**config.mk**
```make
export PLATFORM = sky130hd
export DESIGN_NAME = nibble_bus_scheduler_flat
export DESIGN_NICKNAME = d
export VERILOG_FILES = /design/src/rtl/nibble_bus_pkg.sv /design/src/rtl/nibble_bus_scheduler_if.sv /design/src/rtl/rr_pick.sv /design/src/rtl/nibble_bus_scheduler.sv /design/src/flat_wrapper.sv
export SDC_FILE = /design/constraint.sdc
export NUM_CORES = 1
export LEC_CHECK = 0
export ABC_AREA = 1
export CAP_MARGIN = 20
export CELL_PAD_IN_SITES_DETAIL_PLACEMENT = 1
export CELL_PAD_IN_SITES_GLOBAL_PLACEMENT = 2
export CORE_MARGIN = 1
export CORE_UTILIZATION = 32
export CTS_CLUSTER_DIAMETER = 50
export CTS_CLUSTER_SIZE = 30
export DETAILED_ROUTE_END_ITERATION = 8
export GPL_ROUTABILITY_DRIVEN = 0
export PLACE_DENSITY_LB_ADDON = 0.1
export SETUP_SLACK_MARGIN = 0.2
export SLEW_MARGIN = 30
export SYNTH_ARGS = -nofsm -noshare
export SYNTH_HDL_FRONTEND = slang
export SYNTH_HIERARCHICAL = 1
export SYNTH_SLANG_ARGS = --single-unit
export TNS_END_PERCENT = 10
```
**constraint.sdc**
```tcl
create_clock -name clk -period 4.5 [get_ports clk]
set_input_delay 1.35 -clock clk [delete_from_list [all_inputs] [get_ports clk]]
set_output_delay 1.35 -clock clk [all_outputs]
set_load 0.01 [all_outputs]
```
**src/rtl/nibble_bus_pkg.sv**
```systemverilog
// rtl/nibble_bus_pkg.sv - shared types and widths for the nibble bus scheduler
package nibble_bus_pkg;
  localparam int N_REQ = 4;
  localparam int SEL_W = 2;
  localparam int NIB_W = 4;

  typedef enum logic [1:0] {
    IDLE  = 2'd0,
    GRANT = 2'd1,
    GAP   = 2'd2
  } state_t;
endpackage

```
**src/rtl/nibble_bus_scheduler_if.sv**
```systemverilog
// rtl/nibble_bus_scheduler_if.sv - request/route inputs and bus control outputs of the scheduler
interface nibble_bus_scheduler_if;
  import nibble_bus_pkg::*;

  logic [N_REQ-1:0]       req;
  logic [N_REQ*SEL_W-1:0] dst_map;
  logic [N_REQ-1:0]       grant;
  logic [SEL_W-1:0]       mux_sel;
  logic [SEL_W-1:0]       demux_sel;
  logic                   bus_en;
  logic                   busy;

  // Requester side: raises requests and supplies the route map
  modport master (
    output req, dst_map,
    input  grant, mux_sel, demux_sel, bus_en, busy
  );

  // Scheduler side
  modport slave (
    input  req, dst_map,
    output grant, mux_sel, demux_sel, bus_en, busy
  );
endinterface

```
**src/rtl/rr_pick.sv**
```systemverilog
// rtl/rr_pick.sv - rotating-priority pick of the first active request at or after ptr
module rr_pick
  import nibble_bus_pkg::*;
(
  input  logic [N_REQ-1:0] i_req,
  input  logic [SEL_W-1:0] i_ptr,
  output logic             o_valid,
  output logic [SEL_W-1:0] o_idx
);

  logic [SEL_W-1:0] w_cand;

  // Walk the rotation backwards so the candidate closest to ptr is assigned last and wins
  always_comb begin
    o_valid = |i_req;
    o_idx   = i_ptr;
    w_cand  = i_ptr;
    for (int k = N_REQ - 1; k >= 0; k--) begin
      w_cand = i_ptr + SEL_W'(k);
      if (i_req[w_cand]) begin
        o_idx = w_cand;
      end
    end
  end

endmodule

```
**src/rtl/nibble_bus_scheduler.sv**
```systemverilog
// rtl/nibble_bus_scheduler.sv - round-robin grant FSM driving mux/demux selects and bus enable
module nibble_bus_scheduler
  import nibble_bus_pkg::*;
#(
  parameter int HOLD_CYCLES = 8,
  parameter int GAP_CYCLES  = 1,
  parameter int CNT_W       = 8
) (
  input  logic                  clk,
  input  logic                  rst_n,
  nibble_bus_scheduler_if.slave bus
);

  state_t           r_state, w_state;
  logic [N_REQ-1:0] r_grant, w_grant;
  logic [SEL_W-1:0] r_mux_sel, w_mux_sel;
  logic [SEL_W-1:0] r_demux_sel, w_demux_sel;
  logic             r_bus_en, w_bus_en;
  logic             r_busy, w_busy;
  logic [SEL_W-1:0] r_ptr, w_ptr;
  logic [CNT_W-1:0] r_cnt, w_cnt;

  logic             w_valid;
  logic [SEL_W-1:0] w_idx;

  rr_pick u_rr_pick (
    .i_req   (bus.req),
    .i_ptr   (r_ptr),
    .o_valid (w_valid),
    .o_idx   (w_idx)
  );

  // State, counter, pointer and all outputs are registered; reset drops the bus at once
  always_ff @(posedge clk or negedge rst_n) begin
    if (!rst_n) begin
      r_state     <= IDLE;
      r_grant     <= '0;
      r_mux_sel   <= '0;
      r_demux_sel <= '0;
      r_bus_en    <= 1'b0;
      r_busy      <= 1'b0;
      r_ptr       <= '0;
      r_cnt       <= '0;
    end else begin
      r_state     <= w_state;
      r_grant     <= w_grant;
      r_mux_sel   <= w_mux_sel;
      r_demux_sel <= w_demux_sel;
      r_bus_en    <= w_bus_en;
      r_busy      <= w_busy;
      r_ptr       <= w_ptr;
      r_cnt       <= w_cnt;
    end
  end

  // Next state and next outputs; selects are left untouched outside a new grant so the demux never glitches
  always_comb begin
    w_state     = r_state;
    w_grant     = r_grant;
    w_mux_sel   = r_mux_sel;
    w_demux_sel = r_demux_sel;
    w_bus_en    = r_bus_en;
    w_busy      = r_busy;
    w_ptr       = r_ptr;
    w_cnt       = r_cnt;
    case (r_state)
      IDLE: begin
        if (w_valid) begin
          w_state     = GRANT;
          w_grant     = N_REQ'(1) << w_idx;
          w_mux_sel   = w_idx;
          w_demux_sel = bus.dst_map[w_idx*SEL_W +: SEL_W];
          w_bus_en    = 1'b1;
          w_busy      = 1'b1;
          w_cnt       = '0;
        end
      end
      GRANT: begin
        if ((r_cnt == CNT_W'(HOLD_CYCLES - 1)) || !bus.req[r_mux_sel]) begin
          w_state  = GAP;
          w_grant  = '0;
          w_bus_en = 1'b0;
          w_ptr    = r_mux_sel + SEL_W'(1);
          w_cnt    = '0;
        end else begin
          w_cnt = r_cnt + CNT_W'(1);
        end
      end
      GAP: begin
        if (r_cnt == CNT_W'(GAP_CYCLES - 1)) begin
          w_state = IDLE;
          w_busy  = 1'b0;
          w_cnt   = '0;
        end else begin
          w_cnt = r_cnt + CNT_W'(1);
        end
      end
      default: begin
        w_state  = IDLE;
        w_grant  = '0;
        w_bus_en = 1'b0;
        w_busy   = 1'b0;
        w_cnt    = '0;
      end
    endcase
  end

  assign bus.grant     = r_grant;
  assign bus.mux_sel   = r_mux_sel;
  assign bus.demux_sel = r_demux_sel;
  assign bus.bus_en    = r_bus_en;
  assign bus.busy      = r_busy;

endmodule

```
**src/flat_wrapper.sv**
```systemverilog
// flat-port wrapper written by rule: the top's interface ports become plain ports
module nibble_bus_scheduler_flat import nibble_bus_pkg::*;
#(
  parameter int HOLD_CYCLES = 8,
  parameter int GAP_CYCLES  = 1,
  parameter int CNT_W       = 8
)
  (clk, rst_n, bus_req, bus_dst_map, bus_grant, bus_mux_sel, bus_demux_sel, bus_bus_en, bus_busy);
  nibble_bus_scheduler_if bus_i ();
  input  logic clk;
  input  logic rst_n;
  input wire logic [$bits(bus_i.req)-1:0] bus_req;
  input wire logic [$bits(bus_i.dst_map)-1:0] bus_dst_map;
  output wire logic [$bits(bus_i.grant)-1:0] bus_grant;
  output wire logic [$bits(bus_i.mux_sel)-1:0] bus_mux_sel;
  output wire logic [$bits(bus_i.demux_sel)-1:0] bus_demux_sel;
  output wire logic [$bits(bus_i.bus_en)-1:0] bus_bus_en;
  output wire logic [$bits(bus_i.busy)-1:0] bus_busy;
  assign bus_i.req = bus_req;
  assign bus_i.dst_map = bus_dst_map;
  assign bus_grant = bus_i.grant;
  assign bus_mux_sel = bus_i.mux_sel;
  assign bus_demux_sel = bus_i.demux_sel;
  assign bus_bus_en = bus_i.bus_en;
  assign bus_busy = bus_i.busy;
  nibble_bus_scheduler #(.HOLD_CYCLES(HOLD_CYCLES), .GAP_CYCLES(GAP_CYCLES), .CNT_W(CNT_W)) u_core (.clk(clk), .rst_n(rst_n), .bus(bus_i));
endmodule
```
== Word level (Yosys, flattened, before mapping) ==
Cells that the tools add are included.
Storage, ports and cells
  bits in registers: 22
Cells by class
  reduce and logical (&&, ||, !) cells: 10
  equality and inequality tests: 6
  shifts and indexed selects: 2
  mux-type cells: 30
  add/subtract/negate cells: 5
  magnitude comparators: 5
  bitwise operators: 2
Operators with widths (count)
  2-to-1 mux 8 bit: 3
  case mux 8 bit (3 select lines): 1
  < comparator 2 x 3 -> 1 bit (second input constant): 5
  2-to-1 mux 2 bit: 7
  case mux 4 bit (3 select lines): 1
  binary-select mux 1 bit (select 2 bit): 5
  AND reduction 3 bit: 3
  adder 8 x 1 -> 8 bit (second input constant): 1
  == test 8 x 3 -> 1 bit (second input constant): 1
  logical NOT 8 bit: 1
  2-to-1 mux 1 bit: 8
  2-to-1 mux 4 bit: 2
  indexed part select 8 x 4 -> 2 bit: 1
  case mux 1 bit (3 select lines): 2
  case mux 2 bit (3 select lines): 1
  adder 2 x 1 -> 2 bit (second input constant): 2
  adder 2 bit (second input constant): 2
  != test 2 x 1 -> 1 bit (second input constant): 2
  AND reduction 2 bit: 2
  OR reduction 4 bit: 1
  << shifter 1 x 2 -> 4 bit (first input constant): 1
  == test 2 x 1 -> 1 bit (second input constant): 1
  == test 2 bit (second input constant): 1
  logical NOT 2 bit: 1
  other kinds (4): 5

== Logic depth before layout (Yosys ltp) ==
  word-level depth: 10
  mapped depth: 17
  mapped depth without buffers: 16

== By module ==
The synthesis kept the hierarchy.
Modules (own cells, without submodules)
  nibble_bus_scheduler: sequential area each 550.5 um^2, cells each 158, times used 1, area an instance 1276.2 um^2
  rr_pick: sequential area each 0.0 um^2, cells each 50, times used 1, area an instance 217.7 um^2

== Least setup slack after synthesis ==
Ideal clock, no wire load.
  path type: input -> register
  from: input port bus_req[1]
  to: register u_core.r_demux_sel[0] (netlist: u_core/bus.demux_sel[0])
  arrival time: 2.330 ns
  stages on the path: 13
  slack: 2.082 ns
  path buffers: 0
  path through: inv_1 -> nand2_1 -> nand3_1 -> nand2_1 -> inv_2 -> nand2_1 -> nand2_1 -> nand3_1 -> nand2_1 -> inv_1 -> nor2_1 -> a22oi_1 -> a41oi_1
Between the ends
  cells in the longest elaborated chain, start to end: 7
RTL lines
  start: declaration: line flat_wrapper.sv:12  | input wire logic [$bits(bus_i.req)-1:0] bus_req;
  binary-select mux 1 bit (select 2 bit): line rr_pick.sv:20  | if (i_req[w_cand]) begin
  2-to-1 mux 1 bit (implied by the code): line rr_pick.sv:20
  2-to-1 mux 2 bit (3 in series): line rr_pick.sv:20
  2-to-1 mux 2 bit (*): line rr_pick.sv:20
  via u_core.w_idx[0]: line nibble_bus_scheduler.sv:24  | logic [SEL_W-1:0] w_idx;
  indexed part select 8 x 4 -> 2 bit (*): line nibble_bus_scheduler.sv:72  | w_demux_sel = bus.dst_map[w_idx*SEL_W +: SEL_W];
  end signal: assignment: line nibble_bus_scheduler.sv:48  | r_demux_sel <= w_demux_sel;
  end: declaration: line nibble_bus_scheduler.sv:17  | logic [SEL_W-1:0] r_demux_sel, w_demux_sel;
The timed path passes the listed nets; every way through them passes the cells marked *. The select of a mux whose other input is x is not followed.
A chain may end at the register's enable or synchronous reset.

== Final worst setup path ==
Same ends and word-level chain as after synthesis.

==> impl_results.md <==
- Final Skew: 0.00876 ns
- Syn nets: 227
- Layout cell share with drive strength beyond 1: 12.1%
- FF+latch count, synth: 22
- Clk root buf: clkbuf_8
- Min setup slack post-route: 1.50 ns
- Crit share post-route: 66.7%
- Met3 usage: 3.03%
- Max_slew headroom: 65.0%
- Worst skew pair latency: 0.27 ns
- Adder-cell share of the synthesized area: 4.19%
- Post-DRT Antenna Nets: 0
- RSZ-0062 raised after global routing: false
- Hpwl dp: 3.19 mm
- Largest family of logic cells by synthesized area: simple AND/OR/NAND/NOR gates
- DRT Pass-1 Iters: 4
- Reg2Reg Depth: 14
- Total number of vias: 1407
- Post-CTS Setup Bufs: 0
- First-pass GRT wire length: 6.93 mm
- P_leak: 0.898 nW
- Setup violators final: 0
- Clock-pin slew on the worst setup and hold paths: 0.09 ns
- Cell Area, Synth: 0.00149 mm^2
- Yosys top cell by area: dfrtp_1
- Total clock sinks: 22
- XOR/XNOR Fraction of Synth Area: 2.35%
- Row count: 24
- Startpoint types: input pin
- Worst path required time: 4.67 ns
- Layout area overhead: 20.9%
- WL per Instance: 14.1 um
- Hold Path Class: reg -> reg
- CTS tree: yes
- GRT Residual Overflow: 0
- Async S/R FF share, synth: 100%
- Number of global-route vias before repair: 1511
- Number of DRC markers in iteration 0: 46
- Max VDD drop: 0.237 mV
- Port buffer count: 23
- Number of flops mapped to enable cells by yosys: 0
- Setup TNS: 0 ns
- Post-synthesis cell count: 208
- Simple-Gate Fraction of Synth Area: 35.4%
- Io pins: 24
- Initial antenna violation count: 0
- Setup CP Type: in -> reg
- Synth Warn #: 6
- Total wire length: 4.02 mm
- Worst r2r src: u_core/r_ptr[0]$_DFFE_PN0P_
- Die height: 70.3 um
- PwrDens: 606 mW/mm^2
- Clock H-tree levels: 1
- Die area: 0.00495 mm^2
- Register area share after synthesis: 36.9%
- Post-CTS Hold Buffers: 0
- Final hold vios: 0
- Reg2Reg Capture Point: u_core/bus.demux_sel[0]$_DFFE_PN0P_
- Fin. max-slew vios: 0
- CTS Buf Count: 3
- Synth top area share: 36.9%
- Most frequent cells in the layout: 71 x nand2_1, 29 x inv_1, 22 x clkdlybuf4s50_1, 22 x dfrtp_1, 15 x nand3_1
- Diodes inserted: 0
- Outcome: complete, no violations
- Largest net degree at the start of global routing: 23
- Synth cell types: 27
- Minimum clock period: 3.00 ns
- Worst Setup SP: bus_req[1]
- Multiplexer area fraction after synthesis: 0%
- GRT Max-Usage Layer: met2
- Commonest non-fill, non-tap cell in the layout: nand2_1
- Initial core utilization: 33.8%
- GR met1 Demand/Resource: 23.4%
- Final nets: 253
- Core ar.: 0.00441 mm^2
- Met2 GRT Util: 30.2%
- R2R setup slack: 2.45 ns
- Crit Path Max Fanout: 4
- Cts repair resizes: 0
- Worst-Margin Slew: 0.526 ns
- All-Layer GR Usage: 17.6%
- Number of fillers in the final layout: 562
- Area contributors post-synth: dfrtp_1 37%, nand2_1 18%, inv_1 7.3%, nand3_1 5.0%, ha_1 4.2%
- Synth Area in Compound Gates: 10.8%
- Maximum clock rate: 0.333 GHz
- MaxCap Viol Count: 0
- Vias per cell: 4.95
- WP data arrival: 3.18 ns
- Crit path to: u_core/bus.demux_sel[0]$_DFFE_PN0P_
- Longest Clk Path Bufs: 2
- Synth Flop Type: dfrtp_1
- Critical Path End Type: flop
- Place WS: 1.19 ns
- DR DRC count: 0
- Die width: 70.3 um
- Syn Area/Cell: 7.18 um^2
-- how the worst min path moves through the flow --
| stage | from | endpoint | slack (ns) | cells after the start |
|---|---|---|---|---|
| finish | u_core/bus.busy$_DFFE_PN0P_ | u_core/bus.busy$_DFFE_PN0P_ | 0.49 | 2 |
| global route | u_core/bus.busy$_DFFE_PN0P_ | u_core/bus.busy$_DFFE_PN0P_ | 0.52 | 2 |
| CTS | u_core/bus.bus_en$_DFFE_PN0P_ | u_core/bus.bus_en$_DFFE_PN0P_ | 0.49 | 2 |
| detailed placement | u_core/bus.bus_en$_DFFE_PN0P_ | u_core/bus.bus_en$_DFFE_PN0P_ | 0.47 | 2 |
| global placement | u_core/bus.bus_en$_DFFE_PN0P_ | u_core/bus.bus_en$_DFFE_PN0P_ | 0.46 | 2 |
| floorplan | u_core/r_ptr[0]$_DFFE_PN0P_ | u_core/r_ptr[0]$_DFFE_PN0P_ | 0.47 | 2 |
-- registers in the layout, summed over array words and instances, names as in the netlist --
name                  flops
u_core/r_cnt              8
u_core/bus.grant          4
u_core/bus.demux_sel      2
u_core/bus.mux_sel        2
u_core/r_ptr              2
u_core/r_state            2
u_core/bus.bus_en         1
u_core/bus.busy           1
-- power by group --
group | total (mW) | switching (mW) | internal [mW]
clock network | 0.127 | 0.0673 | 0.0599
logic | 0.645 | 0.405 | 0.240
registers | 0.323 | 0.0672 | 0.255
total | 1.09 | 0.540 | 0.555
-- cell families after synthesis --
logic type / Yosys count
and+or+nand+nor: 115
buffers and inverters: 37
AOI/OAI and AO/OA: 25
DFF: 22
adders and majority gates: 5
xor gates and xnor gates: 4
-- cell type report --
type | count | area (um^2) | area share [%]
Multi-Input combinational cell | 149 | 788 | 43.6
Inverter | 35 | 136 | 7.55
Tap cell | 52 | 65.1 | 3.60
Clock buffer | 3 | 41.3 | 2.29
Timing Repair Buffer | 23 | 225 | 12.5
Sequential cell | 22 | 551 | 30.5
-- cells in the mapped netlist, types with 2 or more instances --
master and instances:
a21oi_1 3, nand3_2 3, inv_2 5, nand3_1 15
o21ai_0 7, o21ai_1 7, inv_1 29, ha_1 5
nor2_1 11, dfrtp_1 22, nand2_4 2, nor3_1 3
nand2_1 71, xnor2_1 2, xor2_1 2, nand2_2 4
a21oi_2 5, nand4_1 3
-- worst max-delay path, cell delays in order --
cell	delay, ns
clkdlybuf4s50_1	0.48
inv_1	0.07
o21ai_1	0.18
nand2_1	0.12
nand2_1	0.08
nand2_1	0.05
nand2_1	0.07
nand3_1	0.07
nand2_1	0.13
inv_1	0.07
nor2_1	0.22
a22oi_1	0.12
a41oi_1	0.18
-- per-stage QoR --
step	util, %	power [mW]	std cells	hold slack (ns)	area (um^2)
floorplan	-	0.768	208	0.475	1490
global placement	40.1	0.945	281	0.455	1770
detailed placement	40.0	0.975	281	0.474	1770
CTS	40.9	1.11	284	0.495	1810
global route	40.9	1.20	284	0.519	1810
finish	40.9	1.09	284	0.486	1810
-- routing by layer --
metal  share of wire (%)  up-vias
li1                    -      697
met4                0.30        0
met5                   0        -
met2                  47       21
met1                  51      687
met3                 2.0        2
Note: power is estimated with default switching activity, not from simulation.
